[src/rtl/seg7_pkg.sv]
// Shared definitions for the multiplexed 7-segment scanner: segment patterns,
// digit-index type and the latched BCD value layout.
package seg7_pkg;

  localparam int unsigned IdxW = 2;

  typedef logic [IdxW-1:0] idx_t;

  typedef struct packed {
    logic       sign;
    logic [3:0] hundreds;
    logic [3:0] tens;
    logic [3:0] ones;
  } bcd_val_t;

  // Active-low patterns, bit order {g,f,e,d,c,b,a}
  localparam logic [6:0] Seg0     = 7'b1000000;
  localparam logic [6:0] Seg1     = 7'b1111001;
  localparam logic [6:0] Seg2     = 7'b0100100;
  localparam logic [6:0] Seg3     = 7'b0110000;
  localparam logic [6:0] Seg4     = 7'b0011001;
  localparam logic [6:0] Seg5     = 7'b0010010;
  localparam logic [6:0] Seg6     = 7'b0000010;
  localparam logic [6:0] Seg7     = 7'b1111000;
  localparam logic [6:0] Seg8     = 7'b0000000;
  localparam logic [6:0] Seg9     = 7'b0010000;
  localparam logic [6:0] SegDash  = 7'b0111111;
  localparam logic [6:0] SegBlank = 7'b1111111;
  localparam logic [6:0] SegErr   = 7'b0000110;

endpackage

[src/rtl/seg7_decode.sv]
// Combinational BCD to active-low 7-segment pattern; non-decimal codes show 'E'.
module seg7_decode
  import seg7_pkg::*;
(
  input  logic [3:0] bcd_i,
  output logic [6:0] seg_o
);

  always_comb begin
    seg_o = SegErr;
    case (bcd_i)
      4'd0:    seg_o = Seg0;
      4'd1:    seg_o = Seg1;
      4'd2:    seg_o = Seg2;
      4'd3:    seg_o = Seg3;
      4'd4:    seg_o = Seg4;
      4'd5:    seg_o = Seg5;
      4'd6:    seg_o = Seg6;
      4'd7:    seg_o = Seg7;
      4'd8:    seg_o = Seg8;
      4'd9:    seg_o = Seg9;
      default: seg_o = SegErr;
    endcase
  end

endmodule

[src/rtl/seg7_scan.sv]
// Four-digit multiplexed display scanner with double-buffered value, leading-zero
// suppression and a blank slot on every digit change to avoid ghosting.
module seg7_scan
  import seg7_pkg::*;
#(
  parameter logic [15:0] DIV = 16'd25000
) (
  input  logic       clk,
  input  logic       rst,
  input  logic       sign,
  input  logic [3:0] hundreds,
  input  logic [3:0] tens,
  input  logic [3:0] ones,
  input  logic       data_ready,
  output logic [6:0] seg,
  output logic [3:0] an,
  output logic       valid
);

  logic [15:0] cnt_q, cnt_d;
  idx_t        idx_q, idx_d;
  bcd_val_t    pend_q, pend_d;
  logic        pend_vld_q, pend_vld_d;
  bcd_val_t    disp_q, disp_d;
  logic        valid_q, valid_d;
  logic [6:0]  seg_q, seg_d;
  logic [3:0]  an_q, an_d;

  logic       tick;
  logic       wrap;
  logic [3:0] nib;
  logic [6:0] dec_seg;

  always_comb begin
    tick  = (cnt_q == DIV - 16'd1);
    wrap  = tick && (&idx_q);
    cnt_d = tick ? 16'd0 : cnt_q + 16'd1;
    idx_d = idx_q + idx_t'(tick);

    pend_d     = pend_q;
    pend_vld_d = pend_vld_q;
    disp_d     = disp_q;
    valid_d    = valid_q;
    // Commit first so a same-cycle data_ready becomes the next pending value
    if (wrap && pend_vld_q) begin
      disp_d     = pend_q;
      valid_d    = 1'b1;
      pend_vld_d = 1'b0;
    end
    if (data_ready) begin
      pend_d     = '{sign: sign, hundreds: hundreds, tens: tens, ones: ones};
      pend_vld_d = 1'b1;
    end
  end

  always_comb begin
    nib = 4'd0;
    unique case (idx_q)
      2'd0:    nib = disp_q.ones;
      2'd1:    nib = disp_q.tens;
      2'd2:    nib = disp_q.hundreds;
      default: nib = 4'd0;
    endcase
  end

  seg7_decode u_decode (
    .bcd_i (nib),
    .seg_o (dec_seg)
  );

  always_comb begin
    seg_d = dec_seg;
    if (!valid_q) begin
      seg_d = SegDash;
    end else begin
      unique case (idx_q)
        2'd3:    seg_d = disp_q.sign ? SegDash : SegBlank;
        2'd2:    seg_d = (disp_q.hundreds == 4'd0) ? SegBlank : dec_seg;
        2'd1:    seg_d = (disp_q.hundreds == 4'd0 && disp_q.tens == 4'd0) ? SegBlank : dec_seg;
        default: seg_d = dec_seg;
      endcase
    end
    an_d = tick ? 4'b1111 : ~(4'b0001 << idx_q);
  end

  always_ff @(posedge clk) begin
    if (rst) begin
      cnt_q      <= 16'd0;
      idx_q      <= '0;
      pend_q     <= '0;
      pend_vld_q <= 1'b0;
      disp_q     <= '0;
      valid_q    <= 1'b0;
      seg_q      <= SegBlank;
      an_q       <= 4'b1111;
    end else begin
      cnt_q      <= cnt_d;
      idx_q      <= idx_d;
      pend_q     <= pend_d;
      pend_vld_q <= pend_vld_d;
      disp_q     <= disp_d;
      valid_q    <= valid_d;
      seg_q      <= seg_d;
      an_q       <= an_d;
    end
  end

  assign seg   = seg_q;
  assign an    = an_q;
  assign valid = valid_q;

endmodule

[config.mk]
export PLATFORM = sky130hd
export DESIGN_NAME = seg7_scan
export DESIGN_NICKNAME = d
export VERILOG_FILES = /design/src/rtl/seg7_pkg.sv /design/src/rtl/seg7_decode.sv /design/src/rtl/seg7_scan.sv
export SDC_FILE = /design/constraint.sdc
export NUM_CORES = 1
export LEC_CHECK = 0
export ABC_AREA = 1
export BUFFER_PORTS_ARGS = -buffer_cell sky130_fd_sc_hd__buf_2
export CORE_MARGIN = 5
export CORE_UTILIZATION = 52
export CTS_CLUSTER_DIAMETER = 50
export CTS_CLUSTER_SIZE = 40
export DETAILED_ROUTE_END_ITERATION = 10
export GPL_TIMING_DRIVEN = 1
export HOLD_SLACK_MARGIN = 0.12
export PLACE_DENSITY = 0.76
export SYNTH_ARGS = -nofsm -noshare
export SYNTH_HDL_FRONTEND = slang
export SYNTH_SLANG_ARGS = --single-unit
[constraint.sdc]
create_clock -name clk -period 1.6 [get_ports clk]
set_input_delay 0.24 -clock clk [delete_from_list [all_inputs] [get_ports clk]]
set_output_delay 0.24 -clock clk [all_outputs]
set_load 0.005 [all_outputs]
==> results of run 1 <==
==> Yosys cell counts (2+ instances only) <==
master and n:
xor2_1 3, ha_1 7, xnor2_1 2, nand2_2 4
clkbuf_1 3, a21oi_1 13, inv_1 40, dfxtp_1 57
nor2_2 4, nand4_1 5, nor3_1 3, nand2_1 82
nor2_1 83, o21ai_1 2, buf_2 2, nand3_1 16
o21ai_0 16
==> routing by layer <==
metal	vias to the layer above	share of wire, %	global-route usage (%)
met5	-	0	0
li1	1193	-	-
met1	953	48	22.4
met3	11	5.2	4.31
met2	48	44	29.4
met4	0	2.6	12.5
==> logic make-up after synthesis <==
group,Yosys count
xor gates and xnor gates,5
buffers and inverters,49
and+or+nand+nor,204
DFF,57
adders and majority gates,7
AOI/OAI and AO/OA,31
==> final cells by class <==
class                      instances  area share, %
clock buffer                      12           5.04
sequential                        57           37.3
inverter                          42           5.12
timing repair buffer              46           10.5
tap                               54           2.19
multi-input combinational        247           38.6
clock inverter                     3           1.30
==> repair_timing <==
item,4_1_cts,5_1_grt
pin swaps,0,1
endpoints found under the setup margin,3,8
hold buffers,8,0
hold endpoints to repair,8,0
setup buffers,0,1
resized for setup,4,9
==> per-stage QoR <==
stage          setup TNS, ps  cell area [µm²]  hold slack, ps  instances
4_1_cts                    0             3050             127        460
6_report                   0             3080             134        461
3_5_place_dp           -44.3             2760             443        437
2_1_floorplan              0             2500             309        353
5_1_grt                -32.5             3080             137        461
3_3_place_gp               0             2760             431        437
==> worst max-delay path, cell delays in order, from the launching register on <==
cell     delay (ps)
dfxtp_2         400
inv_1            70
nor2_2          150
nand2_1         110
nand3_2         120
inv_1            90
ha_1            280
nand2_1          70
nand2_1          70
nand2_1          50
==> worst paths after layout <==
| check | to | slack (ps) | depth (start not counted) |
|---|---|---|---|
| worst min register to register | cnt_q[0] | 410 | 1 |
| worst min-delay path | pend_q[6] | 130 | 3 |
| worst max-delay path | seg[3] | 90 | 9 |
| worst max register to register | seg[3] | 90 | 9 |
==> power breakdown <==
part	switching (mW)	total, mW	internal [mW]	leakage, nW
Combinational	0.0589	0.113	0.0540	0.863
Sequential	0.0179	1.47	1.45	0.466
Clock	0.530	1.32	0.790	0.102
==> flip-flops by register name, summed over array words and instances, names as in the netlist <==
| register | flops |
|---|---|
| disp_q | 13 |
| valid | 1 |
| pend_q | 13 |
| an | 4 |
| seg | 7 |
| cnt_q | 16 |
| idx_q | 2 |
| pend_vld_q | 1 |
==> results.json, run 1 <==
{
  "status": "completed",
  "clockBufferDepth": 2,
  "syn-num-nets": 376,
  "synth_top_area_share_pct": 45.6,
  "ys_seq_area_share_pct": 45.6,
  "dp_slack_ps": -29.4,
  "cts-buffers-inserted": 9,
  "num_rows": 25,
  "drt-total-wl_um": 5030,
  "r2r-start": "idx_q[0]",
  "route.vias.total": 2205,
  "overflow": 0,
  "worst_setup_path_end_kind": "flip-flop",
  "io_buffers": 27,
  "fp.dieW_um": 79.3,
  "antenna_found_initial": 0,
  "fin_crit_sh_pct": 94.4,
  "min_from": "tens[2]",
  "slew_violations": 0,
  "slew_headroom_pct": 72.0,
  "max-vdd-ir-drop_v": 0.000573,
  "clk_pin_slew_ps": 60,
  "timing.fmax_mhz": 662,
  "cp_data_required_time_ps": 1830,
  "cts_tree": "done",
  "route.detailed.drc": 0,
  "ys_warn_count": 0,
  "p_per_area_mw_per_mm2": 943,
  "worst_pin_slew_ps": 420,
  "synthesis.area_mm2": 0.00250,
  "clk_latency_ps": 340,
  "synth.avg_cell_area_um2": 7.08,
  "fin_ws_ps": 89.0,
  "fin_util_pct": 65.6,
  "die_height_um": 79.3,
  "skew_ps": 10.8,
  "p_leak_nw": 1.43,
  "synth-edff-count": 0,
  "crit_fanout": 5,
  "ios": 28,
  "layout-drive-gt1-share_pct": 18.9,
  "layout_commonest_cell": "nand2_1",
  "synthArstFlopShare_pct": 0,
  "dp_hpwl_um": 3460,
  "area_delta_synth_final_pct": 23.2,
  "crit_path_start": "idx_q[0]",
  "synth_compound_area_share_pct": 6.21,
  "first_pass_iters": 4,
  "htreeDepth": 3,
  "crit_type": "flip-flop to flip-flop",
  "synth_xor_area_share_pct": 1.75,
  "synthTopCellsByArea": "dfxtp_1, nor2_1, nand2_1",
  "drt_iter0_drc": 79,
  "critPathLaunchType": "flip-flop",
  "ant_nets": 0,
  "finalPower_mw": 2.90,
  "synth.distinct_cells": 28,
  "cp.arrival_ps": 1740,
  "synth_cells": 353,
  "antenna_cells": 0,
  "hold_path_class": "input pin to flip-flop",
  "place.gp.congestion": 0.878,
  "grt_pass1_wl_um": 9160,
  "start_util_pct": 53.3,
  "dieArea_mm2": 0.00629,
  "multi_input_comb_area_mm2": 0.00119,
  "synth_top_family_by_area": "simple AND/OR/NAND/NOR gates",
  "grt_max_degree": 28,
  "final_nets": 426,
  "final.min_clock_period_ps": 1510,
  "core_mm2": 0.00469,
  "synth-main-ff-cell": "dfxtp_1",
  "synth_seq_cells": 57,
  "final_cell_mix": "nand2_1, nor2_1, dfxtp_1",
  "maxCapViolCount": 0,
  "via_per_inst": 4.78,
  "setup_viol": 0,
  "synth.area.mux_share_pct": 0,
  "fillCellCount": 424,
  "root_buffer": "clkbuf_8",
  "yosys.area.top_type": "dfxtp_1",
  "seqCellArea_mm2": 0.00115,
  "synthAdderAreaFrac_pct": 3.50,
  "cts.sinks": 57,
  "grt_util_all_layers_pct": 18.6,
  "synth-simple-area-share_pct": 35.0,
  "wl_per_cell_um": 10.9,
  "grt_pass1_vias": 2201,
  "hold_violations": 0
}
No activity file was read; power rests on OpenSTA's default activity.
==> run 2: changes to the inputs <==
Settings changed: ABC_AREA 1 to 0.
==> run 2 against run 1 <==
The run now ends with setup timing left. Non-clock buffer count grew 18. Final cell count shrank 13%. Worst setup slack lost 230 ps. Register-to-register slack lost 230 ps. Core utilization grew 3.9 points. Hold slack gained 3.4 ps. Design area grew 6.6%.
==> results.json, run 2 <==
{
  "cts_tree": "done",
  "root_buffer": "clkbuf_8",
  "min_from": "tens[0]",
  "cp.arrival_ps": 1970,
  "ant_nets": 0,
  "power.share.combinational_pct": 4.6,
  "pwr-share-seq_pct": 53.7,
  "hold_path_class": "input pin to flip-flop",
  "overflow": 0,
  "crit_type": "flip-flop to flip-flop",
  "power_frac_clock_pct": 41.7,
  "drt-total-wl_um": 5770,
  "die_height_um": 79.6,
  "synth.area.mux_share_pct": 8.78,
  "num_rows": 25,
  "synth.avg_cell_area_um2": 9.31,
  "route.detailed.drc": 0,
  "crit_fanout": 5,
  "fin_crit_sh_pct": 109,
  "p_int_mw": 2.10,
  "cts_hold_buf": 0,
  "critPathLaunchType": "flip-flop",
  "timing.fmax_mhz": 574,
  "synth-main-ff-cell": "dfxtp_1",
  "antenna_cells": 0,
  "r2r_slack_ps": -140,
  "antenna_found_initial": 0,
  "status": "finished with violations",
  "finish.instance_area_mm2": 0.00328,
  "hold_violations": 0,
  "max-vdd-ir-drop_v": 0.000794,
  "clockBufferDepth": 2,
  "core_mm2": 0.00472,
  "grt_pass1_vias": 1992,
  "layout-drive-gt1-share_pct": 35.6,
  "power_switching_uw": 635,
  "drt_iter0_drc": 170,
  "layout_commonest_cell": "dfxtp_1",
  "grt_max_degree": 32,
  "final_nets": 353,
  "p_leak_nw": 1.23,
  "synth_common_cells": "dfxtp_1, nor2_1, nand3_1, o21ai_0",
  "fp.dieW_um": 79.6,
  "synthArstFlopShare_pct": 0,
  "maxCapViolCount": 0,
  "violations": "setup timing",
  "ys_seq_area_share_pct": 45.2,
  "fin_ws_ps": -143,
  "via_per_inst": 5.33,
  "placed_area_mm2": 0.00296,
  "dp_slack_ps": -140,
  "ys_warn_count": 0,
  "synthTopCellsByArea": "dfxtp_1, mux2i_1, nand3_1",
  "min_delay_path_depth": 3,
  "cts-buffers-inserted": 9,
  "synth_top_family_by_area": "simple AND/OR/NAND/NOR gates",
  "worst_setup_path_end_kind": "flip-flop",
  "synth_xor_area_share_pct": 3.82,
  "p_sw_share_pct": 23.2,
  "rr_worst_depth": 4,
  "final_cell_mix": "dfxtp_1, buf_4, buf_2",
  "yosys.area.top_type": "dfxtp_1",
  "setup_viol": 33,
  "fin_util_pct": 69.5,
  "htreeDepth": 3,
  "area_delta_synth_final_pct": 30.1,
  "io_buffers": 27,
  "place.gp.congestion": 0.870,
  "top_register": "cnt_q",
  "rsz0062_at_grt": "true",
  "synthAdderAreaFrac_pct": 3.47,
  "slew_headroom_pct": 70.9,
  "cp_data_required_time_ps": 1830,
  "slew_violations": 0,
  "first_pass_iters": 4,
  "synth_cells": 271,
  "largest_reg_flops": 16,
  "synth-simple-area-share_pct": 19.9,
  "r2r-end": "cnt_q[3]",
  "dieArea_mm2": 0.00634,
  "min_to": "pend_q[4]",
  "synth_seq_cells": 57,
  "cts.sinks": 57,
  "wl_per_cell_um": 14.4,
  "start_util_pct": 53.4,
  "synth-edff-count": 0,
  "route.vias.total": 2137,
  "synth_top_area_share_pct": 45.2,
  "clk_pin_slew_ps": 60,
  "synth.distinct_cells": 38,
  "synthesis.area_mm2": 0.00252,
  "syn-num-nets": 294,
  "whs_ps": 137,
  "reg_top3": "cnt_q (16), disp_q (13), pend_q (13)",
  "grt_util_all_layers_pct": 18.7,
  "r2r-start": "cnt_q[11]",
  "grt_pass1_wl_um": 9230,
  "ios": 28,
  "clk_latency_ps": 340,
  "dp_hpwl_um": 3900,
  "yosysMostFrequentCell": "dfxtp_1",
  "worst_pin_slew_ps": 432,
  "final.min_clock_period_ps": 1740,
  "skew_ps": 6.99,
  "synth_compound_area_share_pct": 12.8,
  "p_per_area_mw_per_mm2": 833
}
==> run 2: logic make-up after synthesis <==
| kind of cell | after synthesis |
|---|---|
| multiplexers | 22 |
| AO/OA/AOI/OAI | 54 |
| flip-flops | 57 |
| adder cells (fa/ha/maj) | 7 |
| AND/OR/NAND/NOR | 95 |
| XOR/XNOR | 11 |
| buffers and inverters | 25 |
==> run 2: worst max-delay path: stages (launching register included) <==
cell and delay, ps:
dfxtp_2 320, or4_4 570, o41ai_4 480, buf_4 220
nor2_1 40
==> run 2: per-layer routing <==
layer  up-vias  GRT usage, %  part of all wire, %
met5         -             0                    0
li1       1083             -                    -
met2        48          29.7                   49
met4         0          7.73                  1.3
met1       998          22.4                   44
met3         8          7.56                  5.3
==> run 2: repair_timing <==
item	in CTS	in global routing
buffers inserted	0	3
gates resized for setup	12	25
endpoints found under the setup margin	37	39
gates cloned	0	1
pin swaps	3	7
endpoints found under the hold margin	0	0
==> run 2: area by class of cell <==
type / instances / area, µm²
Clock inverter: 3 / 17.5
Fill cell: 380 / 1440
Multi-Input combinational cell: 189 / 1400
Clock buffer: 12 / 145
Timing Repair Buffer: 64 / 449
Inverter: 9 / 33.8
Tap cell: 67 / 83.8
Sequential cell: 57 / 1150
==> run 2: worst max-delay path by stage <==
stage,from,end,slack (ps),cells past startpoint
2_1_floorplan,cnt_q[10],cnt_q[10],-220,5
3_3_place_gp,cnt_q[11],disp_q[10],-90,5
3_5_place_dp,idx_q[0],seg[2],-140,6
4_1_cts,cnt_q[6],disp_q[10],-150,5
5_1_grt,cnt_q[6],disp_q[10],-210,5
6_report,cnt_q[11],cnt_q[3],-140,4
==> run 2: power groups by stage <==
stage | logic (mW) | registers (mW) | clock network [mW]
6_report | 0.126 | 1.47 | 1.14
5_1_grt | 0.140 | 1.47 | 1.25
4_1_cts | 0.117 | 1.47 | 1.17
3_5_place_dp | 0.113 | 1.50 | 0
3_3_place_gp | 0.109 | 1.50 | 0
2_1_floorplan | 0.0734 | 1.50 | 0
==> run 2: per-stage QoR <==
stage,setup TNS (ps),instances,power (mW)
3_3_place_gp,-920,382,1.61
4_1_cts,-2530,397,2.76
3_5_place_dp,-2030,382,1.61
5_1_grt,-5510,401,2.86
6_report,-3570,401,2.73
2_1_floorplan,-4210,271,1.57
==> run 3: changes to the inputs <==
Settings changed: SKIP_CTS_REPAIR_TIMING set to 1.
==> run 3 against run 2 <==
Die area did not move. Clock power barely moved. Clock skew fell by 1.8 ps. The run still ends with setup timing left. Clock-buffer cell count did not move. Maximum frequency fell by 0.26%. Global-route usage barely moved. Worst setup slack got worse by 4.6 ps. Total power rose by 0.37%. Non-clock buffer count did not move. Wire length rose by 2.4%. Critical endpoint is now disp_q[3]. Sequential share of layout area fell by 0.37 points.
==> results.json, run 3 (synthesis results as in run 2) <==
{
  "status": "finished with violations",
  "violations": "setup timing",
  "root_buffer": "clkbuf_8",
  "clockBufferDepth": 2,
  "via_per_inst": 5.43,
  "crit_fanout": 6,
  "p_leak_nw": 1.24,
  "dp_slack_ps": -140,
  "slew_headroom_pct": 71.7,
  "grt_pass1_wl_um": 9210,
  "io_buffers": 27,
  "worst_setup_path_end_kind": "flip-flop",
  "route.detailed.drc": 0,
  "top_register": "cnt_q",
  "largest_reg_flops": 16,
  "reg_top3": "cnt_q (16), disp_q (13), pend_q (13)",
  "timing.fmax_mhz": 572,
  "fin_util_pct": 70.1,
  "fp.dieW_um": 79.6,
  "ios": 28,
  "drt-total-wl_um": 5900,
  "die_height_um": 79.6,
  "cts.sinks": 57,
  "fillCellCount": 369,
  "htreeDepth": 3,
  "first_pass_iters": 4,
  "cts-buffers-inserted": 9,
  "clk_latency_ps": 340,
  "slew_violations": 0,
  "ant_nets": 0,
  "crit_type": "flip-flop to flip-flop",
  "whs_ps": 138,
  "core_mm2": 0.00472,
  "wl_per_cell_um": 14.7,
  "rsz0062_at_grt": "true",
  "cts_tree": "done",
  "dp_hpwl_um": 3900,
  "start_util_pct": 53.4,
  "hold_path_class": "input pin to flip-flop",
  "grt_max_degree": 32,
  "worst_pin_slew_ps": 421,
  "fin_crit_sh_pct": 109,
  "antenna_found_initial": 0,
  "setup_viol": 33,
  "area_delta_synth_final_pct": 31.3,
  "stdcell_count": 401,
  "grt_pass1_vias": 1983,
  "dieArea_mm2": 0.00634,
  "final_nets": 353,
  "hold_violations": 0,
  "grt_util_all_layers_pct": 18.7,
  "placed_area_mm2": 0.00296,
  "dpl.cell_count": 382,
  "clk_pin_slew_ps": 60,
  "finish.instance_area_mm2": 0.00331,
  "skew_ps": 5.24,
  "p_per_area_mw_per_mm2": 828,
  "maxCapViolCount": 0,
  "fin_ws_ps": -148,
  "final.min_clock_period_ps": 1750,
  "final_cell_mix": "dfxtp_1, buf_4, buf_2",
  "crit_slowest_cell": "or4_4",
  "cp_num_buf_inv": 2,
  "cp_data_required_time_ps": 1870,
  "crit_family": "simple AND/OR/NAND/NOR gates",
  "place.gp.congestion": 0.870,
  "antenna_cells": 0,
  "layout_commonest_cell": "dfxtp_1",
  "max-vdd-ir-drop_v": 0.000798,
  "drt_iter0_drc": 188,
  "slowest_delay_ps": 570,
  "route.vias.total": 2176,
  "num_rows": 25,
  "overflow": 0,
  "critPathLaunchType": "flip-flop",
  "layout-drive-gt1-share_pct": 36.5,
  "crit_chain": "or4_4 > nor4_4 > buf_6 > clkbuf_16 > nand3_2 > a21oi_1",
  "cp.arrival_ps": 2020
}
run 3: changes by cell type in the layout (fill, tap and decap cells not counted), moves of 2 or more:
cell,previous run,this run
buf_4,32,29
buf_6,3,5
nor2_4,3,1
nor2_2,3,5
nand3_2,8,11
nand3_1,15,12
run 3: worst paths after layout:
path,startpoint,to,slack [ps],cells past startpoint
max,cnt_q[10],disp_q[3],-150,6
min reg2reg,pend_q[12],disp_q[12],480,2
max reg2reg,cnt_q[10],disp_q[3],-150,6
min,tens[0],pend_q[4],140,3
run 3: stage by stage:
step	power, mW	TNS [ps]
after global routing	2.86	-5280
after global placement	1.61	-920
after CTS	2.76	-2640
after detailed placement	1.61	-2030
final	2.74	-3920
after floorplan	1.57	-4210
run 3: report_power, final:
group	total [mW]	leakage, nW	switching (mW)	internal [mW]
clock network	1.15	0.0822	0.562	0.590
registers	1.47	0.466	0.0212	1.45
logic	0.124	0.687	0.0639	0.0606
run 3: layout make-up:
| class | instances | area, µm² | share of cell area, % |
|---|---|---|---|
| clock inverters | 3 | 17.5 | 0.529 |
| clock buffers | 12 | 145 | 4.38 |
| flip-flops and latches | 57 | 1150 | 34.7 |
| well taps | 67 | 83.8 | 2.53 |
| inverters | 9 | 33.8 | 1.02 |
| repair buffers | 64 | 474 | 14.3 |
| multi-input cells | 189 | 1410 | 42.5 |
run 3: worst register-to-register path: stages, from the launching register on:
cell and delay [ps]:
dfxtp_1 310, or4_4 570, nor4_4 300, buf_6 170
clkbuf_16 150, nand3_2 50, a21oi_1 130
run 3: layer usage:
layer | vias to the layer above | routed length (µm) | GRT usage [%]
li1 | 1079 | - | -
met2 | 64 | 2870 | 29.8
met5 | - | 0 | 0
met4 | 0 | 85 | 7.56
met1 | 1026 | 2610 | 22.3
met3 | 7 | 342 | 7.45
